==> src/rtl/ps2_host_tx.sv <==
// rtl/ps2_host_tx.sv - PS/2 host-to-device command byte transmitter
//
// Sends one command byte to a PS/2 device: inhibits the clock line for
// 100 us, issues the start bit, then shifts out 8 data bits (LSB first), odd
// parity and the stop bit on the device-generated falling clock edges, and
// finally samples the device ACK. A 20 ms watchdog, counted from START entry,
// aborts a stalled frame.
//
// Optional feature: define PS2_TX_ACK_CHECK_EN to report a missing ACK
// (data high on edge 11) as tx_error instead of tx_done.
//
// Ports:
//   clock, reset_n         system clock (rising edge), async active-low reset
//   ps2_clock, ps2_data    PS/2 pad inputs (asynchronous)
//   ps2_clock_oe           1 = pull clock pad low, 0 = release
//   ps2_data_oe            1 = pull data pad low, 0 = release
//   tx_data, tx_valid      command byte and send request
//   tx_ready               high only while idle
//   tx_done, tx_error      one-cycle completion / failure pulses
module ps2_host_tx #(
  parameter int clk_freq = 50000000
) (
  input  logic       clock,
  input  logic       reset_n,
  input  logic       ps2_clock,
  input  logic       ps2_data,
  output logic       ps2_clock_oe,
  output logic       ps2_data_oe,
  input  logic [7:0] tx_data,
  input  logic       tx_valid,
  output logic       tx_ready,
  output logic       tx_done,
  output logic       tx_error
);

  localparam int INH_CYCLES = clk_freq / 10000;
  localparam int WD_CYCLES  = clk_freq / 50;
  localparam int CNT_W      = $clog2(WD_CYCLES + 1);
  localparam logic [CNT_W-1:0] INH_LAST = CNT_W'(INH_CYCLES - 1);
  localparam logic [CNT_W-1:0] WD_LAST  = CNT_W'(WD_CYCLES - 1);

  localparam logic [2:0] S_IDLE      = 3'd0;
  localparam logic [2:0] S_INHIBIT   = 3'd1;
  localparam logic [2:0] S_START     = 3'd2;
  localparam logic [2:0] S_DATA      = 3'd3;
  localparam logic [2:0] S_PARITY    = 3'd4;
  localparam logic [2:0] S_STOP      = 3'd5;
  localparam logic [2:0] S_ACK       = 3'd6;
  localparam logic [2:0] S_WAIT_IDLE = 3'd7;

  logic [2:0]       state_q, state_d;
  logic [CNT_W-1:0] cnt_q, cnt_d;      // inhibit timer, then watchdog
  logic [8:0]       shift_q, shift_d;  // {parity, data}
  logic [2:0]       idx_q, idx_d;
  logic             drive_q, drive_d;  // data_oe level while shifting bits
  logic             ack_q, ack_d;
  logic             done_q, done_d;
  logic             error_q, error_d;
  logic [2:0]       clk_s_q;           // [1] synchronized, [2] its previous value
  logic [1:0]       data_s_q;

  logic clk_s, data_s, fall, wd_active;

  assign clk_s     = clk_s_q[1];
  assign data_s    = data_s_q[1];
  assign fall      = clk_s_q[2] & ~clk_s_q[1];
  assign wd_active = (state_q != S_IDLE) && (state_q != S_INHIBIT);

  always_comb begin
    state_d = state_q;
    cnt_d   = cnt_q;
    shift_d = shift_q;
    idx_d   = idx_q;
    drive_d = drive_q;
    ack_d   = ack_q;
    done_d  = 1'b0;
    error_d = 1'b0;

    if (wd_active) cnt_d = cnt_q + 1'b1;

    case (state_q)
      S_IDLE: begin
        if (tx_valid) begin
          shift_d = {~^tx_data, tx_data};
          cnt_d   = '0;
          state_d = S_INHIBIT;
        end
      end
      S_INHIBIT: begin
        if (cnt_q == INH_LAST) begin
          cnt_d   = '0;  // watchdog starts from START entry
          state_d = S_START;
        end else begin
          cnt_d = cnt_q + 1'b1;
        end
      end
      S_START: begin
        if (fall) begin
          drive_d = ~shift_q[0];
          idx_d   = 3'd1;
          state_d = S_DATA;
        end
      end
      S_DATA: begin
        if (fall) begin
          drive_d = ~shift_q[idx_q];
          idx_d   = idx_q + 3'd1;
          if (idx_q == 3'd7) state_d = S_PARITY;
        end
      end
      S_PARITY: begin
        if (fall) begin
          drive_d = ~shift_q[8];
          state_d = S_STOP;
        end
      end
      S_STOP: begin
        if (fall) begin
          drive_d = 1'b0;
          state_d = S_ACK;
        end
      end
      S_ACK: begin
        if (fall) begin
          ack_d   = data_s;
          state_d = S_WAIT_IDLE;
        end
      end
      S_WAIT_IDLE: begin
        if (clk_s && data_s) begin
          state_d = S_IDLE;
`ifdef PS2_TX_ACK_CHECK_EN
          if (ack_q) error_d = 1'b1;
          else       done_d  = 1'b1;
`else
          done_d = 1'b1;
`endif
        end
      end
      default: state_d = S_IDLE;
    endcase

    // Watchdog overrides any completion in the same cycle.
    if (wd_active && cnt_q == WD_LAST) begin
      state_d = S_IDLE;
      done_d  = 1'b0;
      error_d = 1'b1;
    end
  end

  always_ff @(posedge clock or negedge reset_n) begin
    if (!reset_n) begin
      state_q  <= S_IDLE;
      cnt_q    <= '0;
      shift_q  <= '0;
      idx_q    <= '0;
      drive_q  <= 1'b0;
      ack_q    <= 1'b0;
      done_q   <= 1'b0;
      error_q  <= 1'b0;
      clk_s_q  <= 3'b111;
      data_s_q <= 2'b11;
    end else begin
      state_q  <= state_d;
      cnt_q    <= cnt_d;
      shift_q  <= shift_d;
      idx_q    <= idx_d;
      drive_q  <= drive_d;
      ack_q    <= ack_d;
      done_q   <= done_d;
      error_q  <= error_d;
      clk_s_q  <= {clk_s_q[1:0], ps2_clock};
      data_s_q <= {data_s_q[0], ps2_data};
    end
  end

  // Output enables decode straight from registered state so that reset
  // releases both lines without waiting for a clock edge.
  always_comb begin
    ps2_clock_oe = (state_q == S_INHIBIT);
    case (state_q)
      S_INHIBIT:                 ps2_data_oe = (cnt_q == INH_LAST);
      S_START:                   ps2_data_oe = 1'b1;
      S_DATA, S_PARITY, S_STOP:  ps2_data_oe = drive_q;
      default:                   ps2_data_oe = 1'b0;
    endcase
  end

  assign tx_ready = (state_q == S_IDLE);
  assign tx_done  = done_q;
  assign tx_error = error_q;

endmodule

==> config.mk <==
export PLATFORM = sky130hd
export DESIGN_NAME = ps2_host_tx
export DESIGN_NICKNAME = d
export VERILOG_FILES = /design/src/rtl/ps2_host_tx.sv
export SDC_FILE = /design/constraint.sdc
export NUM_CORES = 1
export LEC_CHECK = 0
export BUFFER_PORTS_ARGS = -buffer_cell sky130_fd_sc_hd__buf_2
export CAP_MARGIN = 20
export CORE_MARGIN = 8
export CORE_UTILIZATION = 59
export DETAILED_ROUTE_END_ITERATION = 12
export MAX_ROUTING_LAYER = met4
export PLACE_DENSITY = 0.78
export SYNTH_ARGS = -nofsm -noshare
export SYNTH_HDL_FRONTEND = slang
export SYNTH_SLANG_ARGS = --single-unit
==> constraint.sdc <==
create_clock -name clock -period 3.23 [get_ports clock]
set_input_delay 0.323 -clock clock [delete_from_list [all_inputs] [get_ports clock]]
set_output_delay 0.323 -clock clock [all_outputs]
set_load 0.005 [all_outputs]
==> results.toml <==
[global_routing]
overflow = 0
grt_pass1_wl_um = 8583
grt_pass1_vias = 1877
grt_max_degree = 44
track_usage_pct = 17.31
antenna_found_initial = 0

[yosys]
synth_area_leaders = "dfrtp_1 (40%), dfstp_2 (5.5%), mux2_2 (4.7%)"
ys_warn_count = 0
avgSynthCellArea_um2 = 9.719
yosysSeqAreaShare_pct = 45.45
ys_ff_latch = 43
synth_area_leader_cell = "dfrtp_1"
syn_area_mm2 = 0.002381
synthCells = 245
yosysTopAreaCellShare_pct = 39.94
ys_types = 44
synth.net_count = 265

[timing]
slew_headroom_pct = 37.60
tightest_slew_ps = 936.0
postLayoutSetupSlackWorst_ps = 470.3
finClkSkew_ps = 19.30
period_minus_slack_ps = 2760
hold_viol = 0
tns_ps = 0
rsz0062_at_grt = "no"
slew_violations = 0
clock.fmax_mhz = 362.4
setup_viol = 0
holdWs_ps = 129.2
period_share_pct = 85.44

[die]
start_util_pct = 60.39
fp-row-count = 23
io_pins = 18
dieWidth_um = 79.53
die_h_um = 79.53
core_mm2 = 0.003943
die-area_mm2 = 0.006324

[detailed_routing]
dr.pass1.iters = 4
drt-vias-per-instance = 6.195
drtAntennaViolNets = 0
drt_wl_total_um = 4994
drt_iter0_markers = 254
drc = 0
drt-wirelength-per-cell_um = 15.96
vias = 1939

[final_layout]
finalCoreUtilization_pct = 66.20
area.growth.synth_to_final_pct = 9.616
fin_nets = 282
diodes = 0
drive_above_1_share_pct = 17.87

[placement]
hpwl_um = 3471
dpl_worst_slack_ps = 653.9
gp_congestion = 0.9355
io_buffer_count = 17

[clock_tree]
h-tree-depth = 2
insertion_delay_ps = 300
cts_setup_buffers = 0
cts_made_buffers = 5
cts.clk_slew.worst_paths_ps = 80
cts_root_buf = "clkbuf_8"
cts_resized = 0
clk_path_buf_depth = 2
clock-sinks = 43
cts_tree = "done"
cts_hold_buf = 0

[job]
drv_cap = 0

[setup_path]
critPathSlowestCell = "or4b_1"
crit_buf_inv = 1
cpPeakStageDelay_ps = 550
critical_path_peak_fanout = 7
cp.required_ps = 2910
crit_path_start_kind = "flop"
arrival_ps = 2440
crit_family = "simple AND/OR/NAND/NOR gates"
setup.worst_path.end_class = "primary output"
crit_type = "flop to primary output"
crit_path_cell_trace = "or4b_1, or4_4, o41ai_1, o2bb2ai_1, buf_2"

[pwr]
power.density_mw_per_mm2 = 381.2
power_w = 0.0009949
ir_drop_mv = 0.2577
p_leak_nw = 1.130

[hold_path]
hp-class = "primary input to flop"

[outcome]
status = "completed"
[registers in the layout (all words and copies together), names as in the netlist]
register	cells
clk_s_q	3
cnt_q	20
data_s_q	2
drive_q	1
idx_q	3
shift_q	9
state_q	3
tx_done	1
tx_error	1
[power breakdown]
group	total [W]	leakage (nW)	internal, W	switching [W]
Combinational	0.0000365	0.566	0.0000156	0.0000209
Sequential	0.000545	0.511	0.000544	0.00000166
Clock	0.000413	0.0524	0.000232	0.000181
[synth_stat cells, drive strengths merged]
master,number
o41ai,1
clkbuf,8
nand4,4
ha,7
and2,1
nor3,10
o221ai,1
nor2b,2
dfrtp,38
a21oi,13
o22a,1
mux2,10
o32ai,1
nor4,5
nand2,29
or4,2
nand3b,2
buf,4
or4b,2
nor2,12
a41oi,2
and3,4
mux4,2
inv,6
o21bai,1
dfstp,5
o31a,2
a31oi,17
mux2i,2
a221o,1
o211ai,1
o21ai,11
o21a,2
nand2b,2
xnor2,8
nand3,13
nor3b,4
o2bb2ai,1
a21o,2
a32oi,1
a22o,5
[cells by family after synthesis]
logic type,Yosys count,share of synthesized area [%]
buf+inv,18,3.573
compound gates,63,17.34
mux,14,7.462
xor+xnor,8,2.943
fa+ha+maj,7,3.678
flops,43,45.45
simple gates,92,19.55
[worst paths after layout]
path / start / to / slack (ps) / cells past startpoint
max: cnt_q[14] / ps2_data_oe / 470 / 5
min: ps2_clock / clk_s_q[0] / 130 / 1
max reg2reg: cnt_q[14] / cnt_q[14] / 640 / 6
min reg2reg: clk_s_q[0] / clk_s_q[1] / 360 / 0
max in group asynchronous: reset_n / cnt_q[3] / 2470 / 1
min in group asynchronous: reset_n / idx_q[0] / 170 / 1
[placed cells by master, fill, tap and decap left out, types with 4 or more instances in the layout]
| master | instances |
|---|---|
| o21ai_0 | 11 |
| nor2_1 | 12 |
| nor3_1 | 10 |
| dfstp_2 | 5 |
| inv_1 | 6 |
| mux2_2 | 10 |
| a22o_1 | 5 |
| clkbuf_8 | 5 |
| nor3b_1 | 4 |
| nand2_1 | 29 |
| buf_2 | 17 |
| a31oi_1 | 17 |
| nand3_1 | 13 |
| ha_1 | 7 |
| dfrtp_1 | 38 |
| nand4_1 | 4 |
| xnor2_1 | 8 |
| and3_1 | 4 |
| a21oi_1 | 13 |
| nor4_1 | 5 |
| buf_4 | 5 |
[stage by stage]
step	instances	instance area, µm²
floorplan	245	2381
global placement	305	2504
detailed placement	305	2504
CTS	313	2610
global route	313	2610
finish	313	2610
[per-layer routing]
metal / share of wire (%) / track usage, % / routed length, µm / vias up
met5: 0 / - / 0 / -
li1: - / - / - / 950
met2: 47 / 25.35 / 2359 / 55
met4: 0.32 / 5.000 / 16 / 0
met3: 6.0 / 3.941 / 301 / 2
met1: 46 / 23.30 / 2316 / 932
[cell type report]
class	instances	area, µm²
tap	50	62.56
clock inverter	1	30.03
fill	305	1333
sequential	43	1082
timing repair buffer	22	122.6
multi-input combinational	184	1214
clock buffer	7	76.32
inverter	6	22.52
Note: power is estimated with default switching activity, not from simulation.
